## src/rtl/line_dma_sequencer.sv

```systemverilog
// Line DMA sequencer: copies each completed half of a ping-pong video line buffer
// into a frame buffer in memory, one 64-bit read/write beat at a time.
module line_dma_sequencer #(
  parameter int unsigned LINE_WORDS  = 160,
  parameter int unsigned FRAME_LINES = 480
) (
  input  logic        clk,
  input  logic        rst,
  input  logic        dma_enable,
  input  logic [31:0] dma_base,
  input  logic        which_line,
  input  logic        vblank,
  output logic [9:0]  vm_address,
  output logic        vm_bus_enable,
  output logic        vm_rw,
  input  logic        vm_acknowledge,
  input  logic [63:0] vm_read_data,
  output logic [31:0] wm_address,
  output logic        wm_write,
  output logic [63:0] wm_writedata,
  input  logic        wm_waitrequest,
  output logic        dma_active,
  output logic [31:0] frame_counter,
  output logic        overrun
);

  typedef enum logic [2:0] {
    S_IDLE      = 3'd0,
    S_ARMED     = 3'd1,
    S_WAIT_LINE = 3'd2,
    S_READ      = 3'd3,
    S_WRITE     = 3'd4,
    S_LINE_DONE = 3'd5
  } state_t;

  localparam logic [8:0]  LAST_WORD   = 9'(LINE_WORDS - 1);
  localparam logic [16:0] LINES_FRAME = 17'(FRAME_LINES);
  localparam logic [31:0] LINE_BYTES  = 32'(LINE_WORDS * 8);

  state_t      state_q, state_d;
  logic        which_line_q, which_line_d;
  logic        vblank_q, vblank_d;
  logic        half_q, half_d;
  logic [8:0]  word_idx_q, word_idx_d;
  logic [15:0] line_idx_q, line_idx_d;
  logic [31:0] line_base_q, line_base_d;
  logic        vm_bus_enable_q, vm_bus_enable_d;
  logic        wm_write_q, wm_write_d;
  logic [31:0] wm_address_q, wm_address_d;
  logic [63:0] wm_writedata_q, wm_writedata_d;
  logic [31:0] frame_counter_q, frame_counter_d;
  logic        overrun_q, overrun_d;
  logic        stop_q, stop_d;

  logic        toggle_s;
  logic        vblank_fall_s;
  logic        vblank_rise_s;
  logic        busy_s;
  logic [16:0] line_next_s;

  assign toggle_s      = which_line ^ which_line_q;
  assign vblank_fall_s = vblank_q & ~vblank;
  assign vblank_rise_s = ~vblank_q & vblank;
  assign busy_s        = (state_q == S_READ) || (state_q == S_WRITE) || (state_q == S_LINE_DONE);
  assign line_next_s   = {1'b0, line_idx_q} + 17'd1;

  assign vm_address    = {half_q, word_idx_q};
  assign vm_bus_enable = vm_bus_enable_q;
  assign vm_rw         = 1'b1;
  assign wm_address    = wm_address_q;
  assign wm_write      = wm_write_q;
  assign wm_writedata  = wm_writedata_q;
  assign dma_active    = (state_q != S_IDLE);
  assign frame_counter = frame_counter_q;
  assign overrun       = overrun_q;

  // Next-state and datapath decode for the sequencer FSM.
  always_comb begin
    state_d         = state_q;
    which_line_d    = which_line;
    vblank_d        = vblank;
    half_d          = half_q;
    word_idx_d      = word_idx_q;
    line_idx_d      = line_idx_q;
    line_base_d     = line_base_q;
    vm_bus_enable_d = vm_bus_enable_q;
    wm_write_d      = wm_write_q;
    wm_address_d    = wm_address_q;
    wm_writedata_d  = wm_writedata_q;
    frame_counter_d = frame_counter_q;

    // A line finishing while the previous one is still moving is lost, not queued.
    if (busy_s && toggle_s) begin
      overrun_d = 1'b1;
    end else begin
      overrun_d = overrun_q;
    end

    // A disable during a transfer is remembered and honoured at the line boundary.
    if (busy_s && !dma_enable) begin
      stop_d = 1'b1;
    end else begin
      stop_d = stop_q;
    end

    case (state_q)
      S_IDLE: begin
        if (dma_enable) begin
          overrun_d = 1'b0;
          state_d   = S_ARMED;
        end else begin
          state_d   = S_IDLE;
        end
      end
      S_ARMED: begin
        if (!dma_enable) begin
          state_d = S_IDLE;
        end else if (vblank_fall_s) begin
          line_base_d = dma_base;
          line_idx_d  = 16'd0;
          word_idx_d  = 9'd0;
          state_d     = S_WAIT_LINE;
        end else begin
          state_d     = S_ARMED;
        end
      end
      S_WAIT_LINE: begin
        if (!dma_enable) begin
          state_d = S_IDLE;
        end else if (vblank_rise_s && (line_idx_q != 16'd0)) begin
          overrun_d = 1'b1;
          state_d   = S_ARMED;
        end else if (toggle_s) begin
          half_d          = which_line_q;
          word_idx_d      = 9'd0;
          vm_bus_enable_d = 1'b1;
          stop_d          = 1'b0;
          state_d         = S_READ;
        end else begin
          state_d = S_WAIT_LINE;
        end
      end
      S_READ: begin
        if (vm_acknowledge) begin
          vm_bus_enable_d = 1'b0;
          wm_write_d      = 1'b1;
          wm_address_d    = line_base_q + {20'd0, word_idx_q, 3'b000};
          wm_writedata_d  = vm_read_data;
          state_d         = S_WRITE;
        end else begin
          state_d = S_READ;
        end
      end
      S_WRITE: begin
        if (!wm_waitrequest) begin
          wm_write_d = 1'b0;
          if (word_idx_q == LAST_WORD) begin
            state_d = S_LINE_DONE;
          end else begin
            word_idx_d      = word_idx_q + 9'd1;
            vm_bus_enable_d = 1'b1;
            state_d         = S_READ;
          end
        end else begin
          state_d = S_WRITE;
        end
      end
      S_LINE_DONE: begin
        line_idx_d  = line_next_s[15:0];
        line_base_d = line_base_q + LINE_BYTES;
        stop_d      = 1'b0;
        if (line_next_s == LINES_FRAME) begin
          frame_counter_d = frame_counter_q + 32'd1;
          state_d = (dma_enable && !stop_q) ? S_ARMED : S_IDLE;
        end else begin
          state_d = (dma_enable && !stop_q) ? S_WAIT_LINE : S_IDLE;
        end
      end
      default: begin
        vm_bus_enable_d = 1'b0;
        wm_write_d      = 1'b0;
        state_d         = S_IDLE;
      end
    endcase
  end

  // State, edge-detect and output registers; reset drops both bus requests at once.
  always_ff @(posedge clk or negedge rst) begin
    if (!rst) begin
      state_q         <= S_IDLE;
      which_line_q    <= 1'b0;
      vblank_q        <= 1'b0;
      half_q          <= 1'b0;
      word_idx_q      <= 9'd0;
      line_idx_q      <= 16'd0;
      line_base_q     <= 32'd0;
      vm_bus_enable_q <= 1'b0;
      wm_write_q      <= 1'b0;
      wm_address_q    <= 32'd0;
      wm_writedata_q  <= 64'd0;
      frame_counter_q <= 32'd0;
      overrun_q       <= 1'b0;
      stop_q          <= 1'b0;
    end else begin
      state_q         <= state_d;
      which_line_q    <= which_line_d;
      vblank_q        <= vblank_d;
      half_q          <= half_d;
      word_idx_q      <= word_idx_d;
      line_idx_q      <= line_idx_d;
      line_base_q     <= line_base_d;
      vm_bus_enable_q <= vm_bus_enable_d;
      wm_write_q      <= wm_write_d;
      wm_address_q    <= wm_address_d;
      wm_writedata_q  <= wm_writedata_d;
      frame_counter_q <= frame_counter_d;
      overrun_q       <= overrun_d;
      stop_q          <= stop_d;
    end
  end

endmodule

```

## config.mk

```make
export PLATFORM = sky130hd
export DESIGN_NAME = line_dma_sequencer
export DESIGN_NICKNAME = d
export VERILOG_FILES = /design/src/rtl/line_dma_sequencer.sv
export SDC_FILE = /design/constraint.sdc
export NUM_CORES = 1
export LEC_CHECK = 0
export CORE_ASPECT_RATIO = 0.6
export CORE_MARGIN = 5
export CORE_UTILIZATION = 55
export CTS_BUF_LIST = sky130_fd_sc_hd__clkbuf_8
export CTS_CLUSTER_DIAMETER = 50
export DETAILED_ROUTE_END_ITERATION = 8
export PLACE_DENSITY = 0.88
export SYNTH_ARGS = -nofsm -noshare
export SYNTH_HDL_FRONTEND = slang
export SYNTH_SLANG_ARGS = --single-unit
```

## constraint.sdc

```tcl
create_clock -name clk -period 5.2 [get_ports clk]
set_input_delay 1.04 -clock clk [delete_from_list [all_inputs] [get_ports clk]]
set_output_delay 1.04 -clock clk [all_outputs]
set_load 0.005 [all_outputs]
```

# [Word level (Yosys, flattened, before mapping)]
# Cells that the tools add are included.
[totals] inputBits=103 regBits=195 wordCells=111
[classes] bitwise_logic=8 muxes=47 n_eq_ne=15 add_sub_neg=5 n_reduce_logical=22
[ops] op="$mux 32" count=2
[ops] op="$pmux 32 s2" count=1
[ops] op="$mux 9" count=7
[ops] op="$add 32x1->32 const B" count=1
[ops] op="$add 32x11->32 const B" count=1
[ops] op="$add 32x12->32" count=1
[ops] op="$mux 16" count=2
[ops] op="$pmux 16 s2" count=1
[ops] op="$pmux 9 s3" count=1
[ops] op="$mux 1" count=19
[ops] op="$pmux 3 s6" count=1
[ops] op="$add 16x1->17 const B" count=1
[ops] op="$eq 17x9->1 const B" count=1
[ops] op="$ne 2x2->1 const B" count=8
[ops] op="$reduce_bool 16->1" count=1
[ops] op="$mux 2" count=6
[ops] op="$add 9x1->9 const B" count=1
[ops] op="$eq 9x8->1 const B" count=1
[ops] op="$mux 3" count=3
[ops] op="$reduce_and 8->1" count=1
[ops] op="$reduce_and 7->1" count=1
[ops] op="$eq 3x2->1 const B" count=2
[ops] op="$eq 3x3->1 const B" count=2
[ops] op="$reduce_and 3->1" count=2
[ops] op="17 further kinds" count=30

# [Depth between registers and ports, before layout]
# Gate-level depths: netlist (run 1).
[logic_depth] ltp_word=9 mapped_depth=10 depth_no_buf=9

# [Least setup slack after synthesis (run 1)]
# Ideal clock, no wire load.
[synth_timing] path_kind="register to register" startpoint="register word_idx_q[0]" endpoint="register wm_address_q[27] (netlist: wm_address[27])" arrival_time_ns=2.380 period_less_slack_ns=2.514 required_time_ns=5.067 slack_ns=2.686 stages_incl_launch_ff=11 path_cell_list="dfrtp_1 > ha_1 > inv_1 > fa_1 > nor2b_1 > o31ai_1 > a211o_1 > buf_2 > a2111oi_0 > xnor2_1 > o21ai_0"
[synth_via] elab_chain_cells=1
[synth_lines] item="from (decl)" line="44" text="logic [8:0] word_idx_q, word_idx_d;"
[synth_lines] item="from (signal assigned)" line="209" text="word_idx_q <= word_idx_d;"
[synth_lines] item="$add 32x12->32" line="147" text="wm_address_d = line_base_q + {20'd0, word_idx_q, 3'b000};"
[synth_lines] item="to (signal assigned)" line="214" text="wm_address_q <= wm_address_d;"
[synth_lines] item="to (decl)" line="49" text="logic [31:0] wm_address_q, wm_address_d;"
# No other way between the ends.
# A chain may end at the register's enable or synchronous reset.

# [Worst setup path in the final report (run 1)]
# Same ends and word-level chain as after synthesis.

==> impl_metrics.ini, run 1 <==
[run_status]
outcome = completed

[synthesis]
yosys_register_bits = 195
synth_top_area_share = 0.509
async_reset_ff_frac = 1.00
post-synth-top-area-cell = dfrtp_1
synth-edff-count = 0
synthCells = 940
synth_ff_type = dfrtp_1
synthTopCellsByArea = dfrtp_1 (51%), mux2_2 (8.1%), o21ai_0 (4.1%)
avgSynthCellArea_sq_um = 10.2
syn_nets = 1058
yosys_warnings = 0
ys_seq_area_frac = 0.509
synth_cell_types = 61
synth_area_sq_mm = 0.00959

[clock_network]
numCtsBuffers = 17
clock_path_buffers = 2
insertion_delay_ns = 0.46
holdBufCountCts = 0
cts_tree = done
cts_resized = 0
cts_setup_buffers = 0
clkTransAtPathRegs_ns = 0.11
htree_levels = 4
clock_sinks = 195
ctsRootBufferMaster = clkbuf_8

[finish]
syn2layout_area_growth_pct = 30.6
mostFrequentLayoutCells = clkdlybuf4s50_1 (243), dfrtp_1 (195), nand2_1 (95)
drive_above_1_share = 0.105
final_nets = 1271
fillers = 1248
layout_commonest_cell = clkdlybuf4s50_1
layout.cells.non_filler = 1399
antennaDiodeCount = 0

[floorplan]
start_util = 0.560
dieHeight_microns = 112
num_io_pins = 246
core_sq_mm = 0.0171
die_w_microns = 180
dieArea_sq_mm = 0.0203
fp-row-count = 37

[sta]
final-hold-violation-count = 0
slew_violations = 0
post-route-period-util = 0.591
fin_skew_ns = 0.0215
fmax_ghz = 0.325
worstMarginPinSlew_ns = 1.03
relSlewSlack = 0.315
layout_min_cycle_time_ns = 3.08
setup_viol = 0
fin_tns_setup_ns = 0
rsz0062_at_grt = no
fin_hold_ws_ns = 0.475

[hold_path]
hold_class = register to register
hold_start = frame_counter[31]$_DFFE_PN0P_

[grt]
grt_pass1_wl_mm = 42.1
overflow = 0
grt_max_degree = 103
grt_pass1_vias = 7898
antenna_found_initial = 1
track_usage = 0.251

[routing]
drt-vias-per-instance = 5.80
vias = 8118
ant_nets = 0
drc_errors = 0
firstDrtPassIters = 5
wl_mm = 25.7
drtIter0Drc = 850
avgRoutedWirePerCell_microns = 18.3

[worst_setup_path]
max_stage_delay_ns = 0.66
path_class = register to register
reg2reg_from = word_idx_q[0]$_DFFE_PN0P_
critPathCaptureType = register
critPathLaunchType = register
cpLargestDelayFamily = compound AO/OA/AOI/OAI gates
crit_chain = ha_1, inv_1, fa_1, nor2b_1, o31ai_1, a211o_1, a2111oi_0, xnor2_1, o21ai_0
crit_arrival_ns = 3.38
crit_buf_inv = 1
crit_path_top_delay_cell = a2111oi_0
crit_required_ns = 5.50
cp_max_fo = 10
startpoint = word_idx_q[0]$_DFFE_PN0P_

[placed_design]
dp.cells = 1368
gp_congestion = 0.925
dp_hpwl_mm = 18.8
port_buffers = 244

[power_and_ir_drop]
ir_worst_vdd_v = 0.000205
powerDensity_mw_per_mm2 = 416
p_leak_uw = 0.00529

[flow_run]
drv_cap = 0
## stage by stage
stage	power, uW	setup WS, ns	cell area (sq um)	utilization
finish	5210	2.12	12500	0.731
global route	5530	1.97	12500	0.731
CTS	5240	2.16	12500	0.731
detailed placement	4320	1.74	12200	0.711
global placement	4230	1.86	12200	0.711
floorplan	3220	2.69	9590	-
## cell families (layout without fill, tap and decap cells)
group,Yosys count,count (layout),share of synthesized area
compound gates,190,190,0.124
mux,71,71,0.0831
buf+inv,77,302,0.0331
fa+ha+maj,15,15,0.0203
simple gates,327,327,0.172
other cells,1,1,0.000391
xor+xnor,64,64,0.0584
flops,195,195,0.509
## where the power goes
group	switching, uW	internal [uW]	leakage [uW]	total, uW
logic	693	1140	0.00261	1830
clock network	582	345	0.000178	927
registers	446	2010	0.00251	2460
## cells in the mapped netlist, types with 8 or more instances
master / number
xnor2_1: 22
nor4_1: 11
xor2_1: 42
mux2_2: 69
nand2_1: 95
o31ai_1: 10
buf_2: 9
o21ai_0: 78
and2_1: 9
clkbuf_1: 43
nand4_1: 20
a211oi_1: 16
inv_1: 19
nor3_1: 42
nand3_1: 36
ha_1: 14
a21oi_1: 32
nor2_1: 59
dfrtp_1: 195
nor2b_1: 8
## flip-flops by register name, indices dropped and copies added, names as in the netlist, 3 cells and up
name and flops:
frame_counter 32, wm_writedata 64, state_q 3, line_idx_q 16, word_idx_q 9, wm_address 32
line_base_q 32
## per-layer routing
layer | global-route usage | up-vias | part of all wire
li1 | - | 3785 | -
met1 | 0.369 | 3945 | 0.46
met2 | 0.382 | 363 | 0.45
met3 | 0.0758 | 23 | 0.088
met4 | 0.0322 | 2 | 0.0061
met5 | 0 | - | 0.00051
## worst paths after layout
path | end | slack, ns | depth (start not counted)
worst max-delay path | wm_address[27]$_DFFE_PN0P_ | 2.12 | 9
worst min-delay path | frame_counter[31]$_DFFE_PN0P_ | 0.47 | 1
worst max register to register | wm_address[27]$_DFFE_PN0P_ | 2.12 | 9
worst min register to register | frame_counter[31]$_DFFE_PN0P_ | 0.47 | 1
max in group asynchronous | word_idx_q[1]$_DFFE_PN0P_ | 3.56 | 2
min in group asynchronous | wm_writedata[2]$_DFFE_PN0P_ | 0.65 | 1
## worst register-to-register path: stages (launching register included)
cell and delay [ns]:
dfrtp_1 0.47, ha_1 0.23, inv_1 0.06, fa_1 0.41
nor2b_1 0.21, o31ai_1 0.13, a211o_1 0.48, a2111oi_0 0.66
xnor2_1 0.18, o21ai_0 0.10
## cell type report
class                      instances  area [sq um]  area share
clock buffer                      17           234      0.0187
clock inverter                    14           120     0.00959
inverter                          19          71.3     0.00569
multi-input combinational        668          4410       0.352
sequential                       195          4880       0.389
tap                              234           293      0.0234
timing repair buffer             252          2520       0.201
(Power assumes the default switching activity.)
==> run 2: changes to the inputs <==
- CORE_UTILIZATION: 55 -> 51
- PLACE_DENSITY: 0.88 -> 0.83
- clock period: 5.2 -> 3.1 ns (I/O delays scaled with it)
==> run 2 against run 1 <==
Compared with the run above:
- combinational power rose by 71%
- power is 68% higher
- cell count increased by 1.5%
- hold slack got worse by 0.36 ns
- via count grew 1.8%
- register-to-register slack got worse by 2.0 ns
- die area up 7.3%
- largest cell class unchanged
==> impl_metrics.ini, run 2 (synthesis results as in run 1) <==
[run_status]
outcome = completed

[sta]
worst_slack_ns = 0.132
relSlewSlack = 0.319
layout_min_cycle_time_ns = 2.97
setup_viol = 0
final-hold-violation-count = 0
rsz0062_at_grt = no
fin_tns_setup_ns = 0
post-route-period-util = 0.957
fmax_ghz = 0.337
fin_skew_ns = 0.0124
slew_violations = 0
worstMarginPinSlew_ns = 1.02

[placed_design]
port_buffers = 244
dp_hpwl_mm = 19.7
dpl_worst_slack_ns = 0.227
gp_congestion = 0.892

[worst_setup_path]
cp_max_fo = 10
crit_required_ns = 3.44
critPathCaptureType = register
reg2reg_from = word_idx_q[0]$_DFFE_PN0P_
path_class = register to register
crit_arrival_ns = 3.31
crit_chain = ha_1, inv_1, fa_1, nor2b_1, o31ai_1, a211o_1, a2111oi_0, xnor2_1, o21ai_0
crit_path_top_delay_cell = a2111oi_0
max_stage_delay_ns = 0.58
critPathLaunchType = register
startpoint = word_idx_q[0]$_DFFE_PN0P_

[grt]
antenna_found_initial = 0
grt_pass1_wl_mm = 43.4
track_usage = 0.247
grt_pass1_vias = 8112
overflow = 0
grt_max_degree = 64

[finish]
drive_above_1_share = 0.115
final_nets = 1284
largest_reg_flops = 64
syn2layout_area_growth_pct = 32.3
layout_commonest_cell = clkdlybuf4s50_1
fillers = 1362
mostFrequentLayoutCells = clkdlybuf4s50_1 (243), dfrtp_1 (195), nand2_1 (95)

[clock_network]
htree_levels = 4
cts_tree = done
ctsRootBufferMaster = clkbuf_8
numCtsBuffers = 17
insertion_delay_ns = 0.47
clock_path_buffers = 2
clock_sinks = 195
clkTransAtPathRegs_ns = 0.10

[routing]
drt-vias-per-instance = 5.82
drtIter0Drc = 780
vias = 8268
ant_nets = 0
firstDrtPassIters = 7
wl_mm = 26.6
drc_errors = 0
avgRoutedWirePerCell_microns = 18.8

[floorplan]
dieArea_sq_mm = 0.0217
dieHeight_microns = 116
fp-row-count = 38
start_util = 0.525
core_sq_mm = 0.0183
num_io_pins = 246
die_w_microns = 187

[power_and_ir_drop]
ir_worst_vdd_v = 0.000520
powerDensity_mw_per_mm2 = 689
p_leak_uw = 0.00538

[hold_path]
hold_class = input pin to async pin

[flow_run]
drv_cap = 0
==> run 2: cell types whose count changed in the layout (fill, tap and decap cells not counted) <==
cell and change:
buf_12 +4, buf_4 +9, clkbuf_8 +2, clkinv_4 +1, clkinvlp_4 +2, diode_2 +1, inv_1 +2, inv_6 -2
inv_8 -4, nor3_1 -1, nor3_2 +1
==> run 2: where the power goes <==
part	internal (uW)	switching (uW)	leakage (uW)
clock network	592	896	0.000174
registers	3380	749	0.00251
logic	1920	1200	0.00270
==> run 2: routing by layer <==
layer / vias to the layer above / GRT usage / wire (microns)
met5: - / 0 / 0
li1: 3822 / - / -
met1: 4060 / 0.358 / 12100
met2: 365 / 0.381 / 11900
met3: 21 / 0.0681 / 2460
met4: 0 / 0.0458 / 202
==> run 2: through the flow <==
step / total power (uW) / hold slack [ns] / instances / instance area (sq um) / util
2_1_floorplan: 5400 / 0.324 / 940 / 9590 / -
4_1_cts: 8800 / 0.114 / 1419 / 12700 / 0.694
5_1_grt: 9280 / 0.121 / 1419 / 12700 / 0.695
3_3_place_gp: 7140 / 0.457 / 1387 / 12300 / 0.675
6_report: 8740 / 0.110 / 1420 / 12700 / 0.695
3_5_place_dp: 7290 / 0.457 / 1387 / 12300 / 0.675
==> run 2: path summary, 6_finish.rpt <==
path	to	slack, ns	depth (start not counted)
worst min-delay path	wm_writedata[4]$_DFFE_PN0P_	0.11	1
min in group clk	frame_counter[31]$_DFFE_PN0P_	0.47	1
worst max register to register	wm_address[27]$_DFFE_PN0P_	0.13	9
worst max-delay path	wm_address[27]$_DFFE_PN0P_	0.13	9
worst min register to register	frame_counter[31]$_DFFE_PN0P_	0.47	1
max in group asynchronous	wm_writedata[19]$_DFFE_PN0P_	2.22	2
==> run 2: critical path: cells and delay by family, from the launching register on <==
| kind | cells | cell delay (ns) |
|---|---|---|
| AOI/OAI and AO/OA | 4 | 1.27 |
| xor gates and xnor gates | 1 | 0.18 |
| adders and majority gates | 2 | 0.63 |
| buffers and inverters | 1 | 0.07 |
| DFF | 1 | 0.45 |
| and+or+nand+nor | 1 | 0.24 |
==> run 2: timing repair <==
action,CTS,global route
resized for setup,0,1
setup buffers,0,0
hold buffers,0,0
setup endpoints to repair,0,14
==> run 2: area by class of cell <==
type / instances / area (sq um) / area share
inverters: 19 / 71.3 / 0.00562
clock inverters: 13 / 88.8 / 0.00700
diodes: 1 / 2.50 / 0.000197
well taps: 240 / 300 / 0.0237
clock buffers: 19 / 262 / 0.0206
multi-input cells: 668 / 4420 / 0.348
repair buffers: 265 / 2670 / 0.210
flip-flops and latches: 195 / 4880 / 0.385
==> run 3: changes to the inputs <==
- CTS_BUF_LIST: sky130_fd_sc_hd__clkbuf_8 -> sky130_fd_sc_hd__clkbuf_4
- CTS_CLUSTER_SIZE: not set -> 10
- SLEW_MARGIN: not set -> 30
==> run 3 against run 2 <==
Compared with the run above:
- global-route usage is 0.24 points lower
- clock skew rose by 0.015 ns
- clock-buffer cell count rose by 1
- die area unchanged
- first-iteration DRC count shrank 12%
- sequential cell count unchanged
- sequential power barely moved
- clock power is 18% lower
- non-clock buffer count increased by 1
- combinational power about the same
- hold slack improved by 0.36 ns
==> impl_metrics.ini, run 3 (synthesis results as in run 1) <==
[worst_setup_path]
critPathLaunchType = register
reg2reg_from = word_idx_q[0]$_DFFE_PN0P_
cp_max_fo = 10
critPathCaptureType = register
path_class = register to register
crit_required_ns = 3.58
crit_arrival_ns = 3.44
rr_worst_depth = 9
r2r_end = wm_address[27]$_DFFE_PN0P_
rrSetupSlack_ns = 0.14

[hold_path]
hold_class = register to register
min_to = frame_counter[31]$_DFFE_PN0P_
hold_start = frame_counter[31]$_DFFE_PN0P_
hold_path_depth = 1

[floorplan]
dieArea_sq_mm = 0.0217
die_w_microns = 187
num_io_pins = 246
dieHeight_microns = 116
start_util = 0.525
fp-row-count = 38
core_sq_mm = 0.0183

[finish]
mostFrequentLayoutCells = clkdlybuf4s50_1 (243), dfrtp_1 (195), nand2_1 (95)
final_nets = 1285
stdcell_area_sq_mm = 0.0126
fillers = 1370
drive_above_1_share = 0.116
largest_reg_flops = 64
layout_commonest_cell = clkdlybuf4s50_1
syn2layout_area_growth_pct = 31.2

[grt]
antenna_found_initial = 0
track_usage = 0.244
overflow = 0
grt_pass1_wl_mm = 42.9
grt_pass1_vias = 8027
grt_max_degree = 64

[routing]
firstDrtPassIters = 5
drtIter0Drc = 684
drt-vias-per-instance = 5.81
vias = 8260
ant_nets = 0
avgRoutedWirePerCell_microns = 18.6
drc_errors = 0
wl_mm = 26.4

[sta]
rsz0062_at_grt = no
final-hold-violation-count = 0
fin_skew_ns = 0.0270
worstMarginPinSlew_ns = 0.769
fin_hold_ws_ns = 0.473
fmax_ghz = 0.338
worst_slack_ns = 0.143
relSlewSlack = 0.482
setup_viol = 0
post-route-period-util = 0.954
fin_tns_setup_ns = 0
layout_min_cycle_time_ns = 2.96
slew_violations = 0

[placed_design]
gp_congestion = 0.892
dpl_worst_slack_ns = 0.227
port_buffers = 244
dpl-instance-area_sq_mm = 0.0123
dp_hpwl_mm = 19.7

[power_and_ir_drop]
powerDensity_mw_per_mm2 = 671
ir_worst_vdd_v = 0.000484
p_leak_uw = 0.00533

[clock_network]
insertion_delay_ns = 0.60
numCtsBuffers = 17
clock_path_buffers = 2
cts_tree = done
ctsRootBufferMaster = clkbuf_4
htree_levels = 4
clkTransAtPathRegs_ns = 0.15
clock_sinks = 195

[flow_run]
drv_cap = 0

[run_status]
outcome = completed
run 3: changes by cell type in the layout (fill, tap and decap cells not counted), sizes merged:
| cell | before | now |
|---|---|---|
| clkbuf | 20 | 21 |
| inv | 23 | 20 |
| dlygate4sd3 | 0 | 1 |
| clkinv | 4 | 6 |
run 3: per-stage QoR:
| step | util | power (uW) | instances |
|---|---|---|---|
| 2_1_floorplan | - | 5400 | 940 |
| 3_3_place_gp | 0.675 | 7140 | 1387 |
| 3_5_place_dp | 0.675 | 7290 | 1387 |
| 4_1_cts | 0.689 | 8510 | 1420 |
| 5_1_grt | 0.689 | 8990 | 1420 |
| 6_report | 0.689 | 8450 | 1421 |
run 3: where the power goes:
| group | switching, uW | total (uW) | internal [uW] |
|---|---|---|---|
| Combinational | 1200 | 3120 | 1920 |
| Sequential | 742 | 4110 | 3370 |
| Clock | 874 | 1220 | 341 |
run 3: layout make-up:
cell class              count  area [sq um]  share of cell area
clock buffers              20           150              0.0119
diodes                      1          2.50            0.000199
clock inverters            12          85.1             0.00676
flip-flops and latches    195          4880               0.388
inverters                  19          71.3             0.00567
multi-input cells         668          4420               0.351
repair buffers            266          2680               0.213
well taps                 240           300              0.0239
run 3: repair_timing:
| action | 4_1_cts | 5_1_grt |
|---|---|---|
| resized for setup | 0 | 1 |
| buffers inserted | 0 | 0 |
| endpoints found under the setup margin | 0 | 15 |
| hold buffers | 1 | 0 |
| hold endpoints to repair | 60 | 0 |
run 3: worst max-delay path by stage:
| stage | from | endpoint | slack [ns] | cells after the start |
|---|---|---|---|---|
| after detailed placement | word_idx_q[0]$_DFFE_PN0P_ | wm_address[27]$_DFFE_PN0P_ | 0.23 | 9 |
| final | word_idx_q[0]$_DFFE_PN0P_ | wm_address[27]$_DFFE_PN0P_ | 0.14 | 9 |
| after CTS | line_idx_q[0]$_DFFE_PN0P_ | frame_counter[23]$_DFFE_PN0P_ | 0.18 | 7 |
| after floorplan | word_idx_q[0]$_DFFE_PN0P_ | wm_address[27]$_DFFE_PN0P_ | 0.59 | 10 |
| after global routing | word_idx_q[0]$_DFFE_PN0P_ | wm_address[27]$_DFFE_PN0P_ | 0.04 | 9 |
| after global placement | line_idx_q[0]$_DFFE_PN0P_ | frame_counter[25]$_DFFE_PN0P_ | 0.38 | 7 |
run 3: worst max-delay path, cell delays in order, from the launching register on:
cell and delay, ns:
dfrtp_1 0.47, ha_1 0.22, inv_1 0.07, fa_1 0.41, nor2b_1 0.23, o31ai_1 0.13
a211o_1 0.48, a2111oi_0 0.58, xnor2_1 0.17, o21ai_0 0.08
run 3: metal layers:
metal,global-route usage,share of wire
met3,0.0729,0.084
met5,0,0
met2,0.373,0.45
met1,0.351,0.46
met4,0.0532,0.011
